--- src/rtl/instr_fetch_stage_pkg.sv ---
// Shared definitions for the instruction fetch stage.
package instr_fetch_stage_pkg;

  // First byte address of the text segment; also the reset PC.
  localparam logic [31:0] TEXT_BASE = 32'h0040_0000;

  // All-zero word is treated as a NOP by decode.
  localparam logic [31:0] NOP = 32'h0000_0000;

  typedef enum logic [1:0] {
    BOOT = 2'd0,
    RUN  = 2'd1,
    HALT = 2'd2
  } fetch_state_e;

  // True when addr is word aligned and inside [base, base + 4*words).
  // The upper bound is formed in 33 bits so a window ending at 2^32 cannot wrap.
  function automatic logic fetch_ok(input logic [31:0] addr, input logic [31:0] base,
                                    input int unsigned words);
    logic [32:0] limit;
    limit = {1'b0, base} + (33'(words) << 2);
    return (addr[1:0] == 2'b00) && (addr >= base) && ({1'b0, addr} < limit);
  endfunction

endpackage

--- src/rtl/instr_fetch_stage_pc_register.sv ---
// Program counter flop and next-PC selection.
module instr_fetch_stage_pc_register
  import instr_fetch_stage_pkg::*;
#(
  parameter int unsigned           DATA_WIDTH = 32,
  parameter logic [DATA_WIDTH-1:0] RESET_PC   = DATA_WIDTH'(TEXT_BASE)
) (
  input  logic                  clk,
  input  logic                  reset,
  input  logic                  enable,       // low in BOOT, HALT or on a fault edge
  input  logic                  redirect,
  input  logic [DATA_WIDTH-1:0] redirect_pc,
  input  logic                  flush,
  input  logic                  stall,
  output logic [DATA_WIDTH-1:0] pc
);

  logic [DATA_WIDTH-1:0] pc_d;
  logic [DATA_WIDTH-1:0] pc_q;
  logic [DATA_WIDTH-1:0] pc_seq;

  assign pc_seq = pc_q + DATA_WIDTH'(4);
  assign pc     = pc_q;

  // Next-PC mux: redirect beats flush, flush beats stall, otherwise sequential.
  always_comb begin
    pc_d = pc_q;
    if (enable) begin
      if (redirect) begin
        pc_d = redirect_pc;
      end else if (flush) begin
        pc_d = pc_seq;
      end else if (!stall) begin
        pc_d = pc_seq;
      end
    end
  end

  // PC state register.
  always_ff @(posedge clk or posedge reset) begin
    if (reset) begin
      pc_q <= RESET_PC;
    end else begin
      pc_q <= pc_d;
    end
  end

endmodule

--- src/rtl/instr_fetch_stage.sv ---
// Instruction fetch stage: PC, IF/ID register, fetch counter and boot/run/halt control.
module instr_fetch_stage #(
  parameter int unsigned           DATA_WIDTH = 32,
  parameter logic [DATA_WIDTH-1:0] TEXT_BASE  = DATA_WIDTH'(instr_fetch_stage_pkg::TEXT_BASE),
  parameter int unsigned           TEXT_WORDS = 64
) (
  input  logic                  clk,
  input  logic                  reset,
  input  logic                  stall,
  input  logic                  redirect,
  input  logic [DATA_WIDTH-1:0] redirect_pc,
  input  logic                  flush,
  output logic [DATA_WIDTH-1:0] rom_addr,
  input  logic [DATA_WIDTH-1:0] rom_q,
  output logic [DATA_WIDTH-1:0] pc,
  output logic [DATA_WIDTH-1:0] ifid_instr,
  output logic [DATA_WIDTH-1:0] ifid_pc4,
  output logic                  ifid_valid,
  output logic                  fetch_fault,
  output logic [31:0]           fetch_count
);

  import instr_fetch_stage_pkg::*;

  fetch_state_e          state_d, state_q;
  logic [DATA_WIDTH-1:0] instr_d, instr_q;
  logic [DATA_WIDTH-1:0] pc4_d, pc4_q;
  logic                  valid_d, valid_q;
  logic                  fault_d, fault_q;
  logic [31:0]           count_d, count_q;
  logic                  fault_now;
  logic                  pc_enable;

  assign fault_now = (state_q == RUN) && !fetch_ok(32'(pc), 32'(TEXT_BASE), TEXT_WORDS);
  assign pc_enable = (state_q == RUN) && !fault_now;

  instr_fetch_stage_pc_register #(
    .DATA_WIDTH (DATA_WIDTH),
    .RESET_PC   (TEXT_BASE)
  ) u_pc_register (
    .clk         (clk),
    .reset       (reset),
    .enable      (pc_enable),
    .redirect    (redirect),
    .redirect_pc (redirect_pc),
    .flush       (flush),
    .stall       (stall),
    .pc          (pc)
  );

  assign rom_addr    = pc;
  assign ifid_instr  = instr_q;
  assign ifid_pc4    = pc4_q;
  assign ifid_valid  = valid_q;
  assign fetch_fault = fault_q;
  assign fetch_count = count_q;

  // Next state for the FSM, IF/ID register, fault flag and counter.
  always_comb begin
    state_d = state_q;
    instr_d = instr_q;
    pc4_d   = pc4_q;
    valid_d = valid_q;
    fault_d = fault_q;
    count_d = count_q;
    unique case (state_q)
      BOOT: begin
        state_d = RUN;
        valid_d = 1'b0;
      end
      RUN: begin
        if (fault_now) begin
          // rom_q is not trusted at a bad address, so nothing is captured.
          state_d = HALT;
          fault_d = 1'b1;
          valid_d = 1'b0;
          instr_d = DATA_WIDTH'(NOP);
        end else if (redirect || flush) begin
          valid_d = 1'b0;
          instr_d = DATA_WIDTH'(NOP);
        end else if (!stall) begin
          instr_d = rom_q;
          pc4_d   = pc + DATA_WIDTH'(4);
          valid_d = 1'b1;
          count_d = count_q + 32'd1;
        end
      end
      HALT: begin
        valid_d = 1'b0;
        instr_d = DATA_WIDTH'(NOP);
      end
      default: begin
        state_d = HALT;
        valid_d = 1'b0;
        instr_d = DATA_WIDTH'(NOP);
      end
    endcase
  end

  // State registers with asynchronous reset.
  always_ff @(posedge clk or posedge reset) begin
    if (reset) begin
      state_q <= BOOT;
      instr_q <= DATA_WIDTH'(NOP);
      pc4_q   <= '0;
      valid_q <= 1'b0;
      fault_q <= 1'b0;
      count_q <= '0;
    end else begin
      state_q <= state_d;
      instr_q <= instr_d;
      pc4_q   <= pc4_d;
      valid_q <= valid_d;
      fault_q <= fault_d;
      count_q <= count_d;
    end
  end

endmodule

--- config.mk ---
export PLATFORM = sky130hd
export DESIGN_NAME = instr_fetch_stage
export DESIGN_NICKNAME = d
export VERILOG_FILES = /design/src/rtl/instr_fetch_stage_pkg.sv /design/src/rtl/instr_fetch_stage_pc_register.sv /design/src/rtl/instr_fetch_stage.sv
export SDC_FILE = /design/constraint.sdc
export NUM_CORES = 1
export LEC_CHECK = 0
export BUFFER_PORTS_ARGS = -buffer_cell sky130_fd_sc_hd__buf_2
export CAP_MARGIN = 30
export CORE_ASPECT_RATIO = 0.8
export CORE_MARGIN = 5
export CORE_UTILIZATION = 35
export CTS_BUF_LIST = sky130_fd_sc_hd__clkbuf_8
export CTS_CLUSTER_DIAMETER = 150
export DETAILED_ROUTE_END_ITERATION = 7
export GPL_ROUTABILITY_DRIVEN = 0
export PLACE_DENSITY_LB_ADDON = 0.3
export SYNTH_ARGS = -nofsm -noshare
export SYNTH_HDL_FRONTEND = slang
export SYNTH_HIERARCHICAL = 1
export SYNTH_SLANG_ARGS = --single-unit
--- constraint.sdc ---
create_clock -name clk -period 3.7 [get_ports clk]
set_input_delay 0 -clock clk [delete_from_list [all_inputs] [get_ports clk]]
set_output_delay 0 -clock clk [all_outputs]
set_load 0.005 [all_outputs]
==> metrics.csv <==
stage,metric,value,unit
run_status,status,completed,
worst_setup_path,startpoint_type,flip-flop,
synth,yosys.cell_count.top_type,dfrtp_1,
synth,synth_nets,681,
power_and_ir_drop,power.static_leakage,0.004281,uW
sta,final_max_slew_viol_count,0,
cts,path_clk_slew,0.07,ns
routing,viasPerCell,5.044,
worst_hold_path,hold_class,in2reg,
cts,cts_buffers,17,
global_routing,grt_max_degree,51,
routing,via_count,5624,
routing,finalWirelength,19.09,mm
power_and_ir_drop,power.density,327.7,nW/um2
global_routing,grt_pass1_vias,5613,
synth,ys_ff_latch,132,
placement,portBuffers,230,
synth,synth_top_cell_area_share,0.5191,
power_and_ir_drop,p_int,2081,uW
synth,netlist_area,6315,um2
global_routing,grt.total_usage,0.1813,
worst_setup_path,arrival,3.62,ns
floorplan,dieHeight,130.1,um
synth,ys_seq_area_frac,0.5233,
worst_setup_path,critPathMaxFanout,11,
cts,cts_htree_levels,4,
sta,worst_slew_pin_slew,0.7363,ns
synth,async_flop_share,1.000,
cts,tritoncts,built,
sta,layout_min_cycle_time,3.244,ns
power_and_ir_drop,seq_power_share,0.523,
routing,drtPass1Iterations,5,
sta,tns,0,ns
global_routing,antenna_found_initial,0,
routing,drc,0,
power_and_ir_drop,peakVddDrop,0.1790,mV
routing,first_iter_violations,440,
sta,setup_viol_count_final,0,
worst_setup_path,required,4.07,ns
cts,cts_root_buf,clkbuf_8,
floorplan,fp.coreArea,17950,um2
routing,wl_per_cell,17.12,um
finish,num_antenna_cells,0,
floorplan,fp-row-count,44,
synth,ys_types,65,
worst_hold_path,holdCritStartpoint,redirect_pc[21],
power_and_ir_drop,p_sw_frac,0.2553,
worst_setup_path,r2r_start,u_pc_register/pc[22]$_DFFE_PP1P_,
sta,max_freq,0.3083,GHz
sta,worst_clock_skew,0.01214,ns
finish,final_core_util,0.4752,
worst_setup_path,reg2regPathDepth,11,
finish,layout.nets,946,
sta,fin_hold_ws,0.04656,ns
power_and_ir_drop,p_switching,713.4,uW
synth,synthCells,608,
worst_setup_path,critPathKind,reg2reg,
synth,synth_commonest_cells,"dfrtp_1 (131), nand2_1 (43), buf_4 (33)",
sta,hold_violations,0,
worst_setup_path,reg2reg_to,u_pc_register/pc[25]$_DFFE_PP0P_,
power_and_ir_drop,comb_power_share,0.068,
cts,cts_sinks,132,
worst_setup_path,crit_path_end_kind,flip-flop,
floorplan,io_pins,231,
global_routing,grt_pass1_wl,30.30,mm
cts,cts_buffer_depth,2,
sta,min_period_over_period,0.8768,
synth,synth_ff_type,dfrtp_1,
synth,synthTopCellsByArea,"dfrtp_1 (52%), a22o_1 (4.4%), buf_4 (3.9%)",
cts,clkLatencyLatePin,0.44,ns
synth,avgSynthCellArea,10.39,um2
worst_setup_path,r2r_slack,0.46,ns
finish,syn_to_final_growth,35.05,%
worst_hold_path,hold_end,u_pc_register/pc[21]$_DFFE_PP0P_,
flow_run,maxCapViolCount,0,
synth,synth_edf_count,0,
floorplan,die_area,20850,um2
power_and_ir_drop,clockPowerShare,0.409,
floorplan,die_w,160.2,um
placement,dp.final_hpwl,13.19,mm
synth,yosys.area.top_type,dfrtp_1,
routing,antenna_left,0,
sta,slew-limit-headroom,0.5055,
synth,yosysWarnings,6,
global_routing,grt_overflow,0,
finish,drive_above_1_share,0.3288,
floorplan,initial_core_util,0.3519,
worst_hold_path,whs_path_depth,4,
sta,rsz0062_at_grt,false,
[state kept, by name, indices dropped and copies added, names as in the netlist]
signal,cells
state_q,2
ifid_valid,1
fetch_fault,1
ifid_instr,32
u_pc_register/pc,32
ifid_pc4,32
fetch_count,32
[per-layer routing]
| layer | vias up | track usage | wire (um) |
|---|---|---|---|
| met5 | - | 0 | 0 |
| met4 | 0 | 0.05615 | 287 |
| met3 | 26 | 0.04642 | 1083 |
| met2 | 206 | 0.2802 | 8929 |
| met1 | 2694 | 0.2530 | 8789 |
| li1 | 2698 | - | - |
[cell families (layout without fill, tap and decap cells)]
logic type / count (synthesis) / in the layout / synth area share
AND/OR/NAND/NOR: 227 / 227 / 0.2055
flip-flops: 132 / 132 / 0.5233
AO/OA/AOI/OAI: 128 / 128 / 0.1399
XOR/XNOR: 36 / 36 / 0.04993
multiplexers: 4 / 4 / 0.006539
buffers and inverters: 77 / 354 / 0.06697
adder cells (fa/ha/maj): 4 / 4 / 0.007926
[worst max-delay path by stage]
stage	from	end	cells after the start
floorplan	u_pc_register/pc[22]$_DFFE_PP1P_	u_pc_register/pc[13]$_DFFE_PP0P_	11
global placement	u_pc_register/pc[22]$_DFFE_PP1P_	u_pc_register/pc[25]$_DFFE_PP0P_	11
detailed placement	u_pc_register/pc[0]$_DFFE_PP0P_	u_pc_register/pc[25]$_DFFE_PP0P_	11
CTS	u_pc_register/pc[22]$_DFFE_PP1P_	u_pc_register/pc[25]$_DFFE_PP0P_	11
global route	u_pc_register/pc[22]$_DFFE_PP1P_	u_pc_register/pc[30]$_DFFE_PP0P_	10
finish	u_pc_register/pc[22]$_DFFE_PP1P_	u_pc_register/pc[25]$_DFFE_PP0P_	11
[cells in the final DEF, fill, tap and decap left out, types with 17 or more instances in the layout]
master,synthesis,layout
nand2_1,43,43
nor2_1,24,23
nor3_1,18,18
buf_2,2,230
clkbuf_8,0,17
a22o_1,32,32
nand3_1,31,31
xnor2_1,28,28
o21ai_0,25,24
dfrtp_1,131,131
a21oi_1,22,22
nor2b_1,30,30
dlygate4sd3_1,0,65
[power groups by stage]
stage                     registers (uW)  logic [uW]  clock network, uW
after floorplan                     1490        68.9                  0
after global placement              1490         138                  0
after detailed placement            1490         138                  0
after CTS                           1460         191               1180
after global routing                1460         210               1260
final                               1460         189               1140
[stage by stage]
step	cells	cell area, um2	setup WS [ns]	power (uW)
finish	1115	8528	0.4560	2795
CTS	1115	8526	0.3062	2834
floorplan	608	6315	0.8293	1556
detailed placement	1019	7511	0.3666	1629
global placement	1019	7511	0.4648	1628
global route	1115	8528	0.05464	2931
[repair_timing]
| action | in CTS | in global routing |
|---|---|---|
| endpoints found under the setup margin | 0 | 13 |
| hold endpoints to repair | 123 | 0 |
| setup buffers | 0 | 0 |
| hold buffers | 65 | 0 |
| resized for setup | 0 | 1 |
[layout make-up]
| type | count | area (um2) |
|---|---|---|
| Clock buffer | 17 | 234.0 |
| Sequential cell | 132 | 3304 |
| Fill cell | 1668 | 9419 |
| Timing Repair Buffer | 309 | 1919 |
| Multi-Input combinational cell | 399 | 2597 |
| Tap cell | 230 | 287.8 |
| Inverter | 14 | 55.05 |
| Clock inverter | 14 | 130.1 |
[worst max-delay path: stages (launching register included)]
cell and delay [ns]:
dfstp_2 0.62, nor4b_1 0.32, nand4_1 0.39, nor2_1 0.34, nand2_1 0.16, nor2_2 0.28
inv_1 0.27, a21oi_1 0.25, buf_4 0.21, o21ai_0 0.09, a21oi_1 0.12, o31a_1 0.14
No activity file was read; power rests on OpenSTA's default activity.
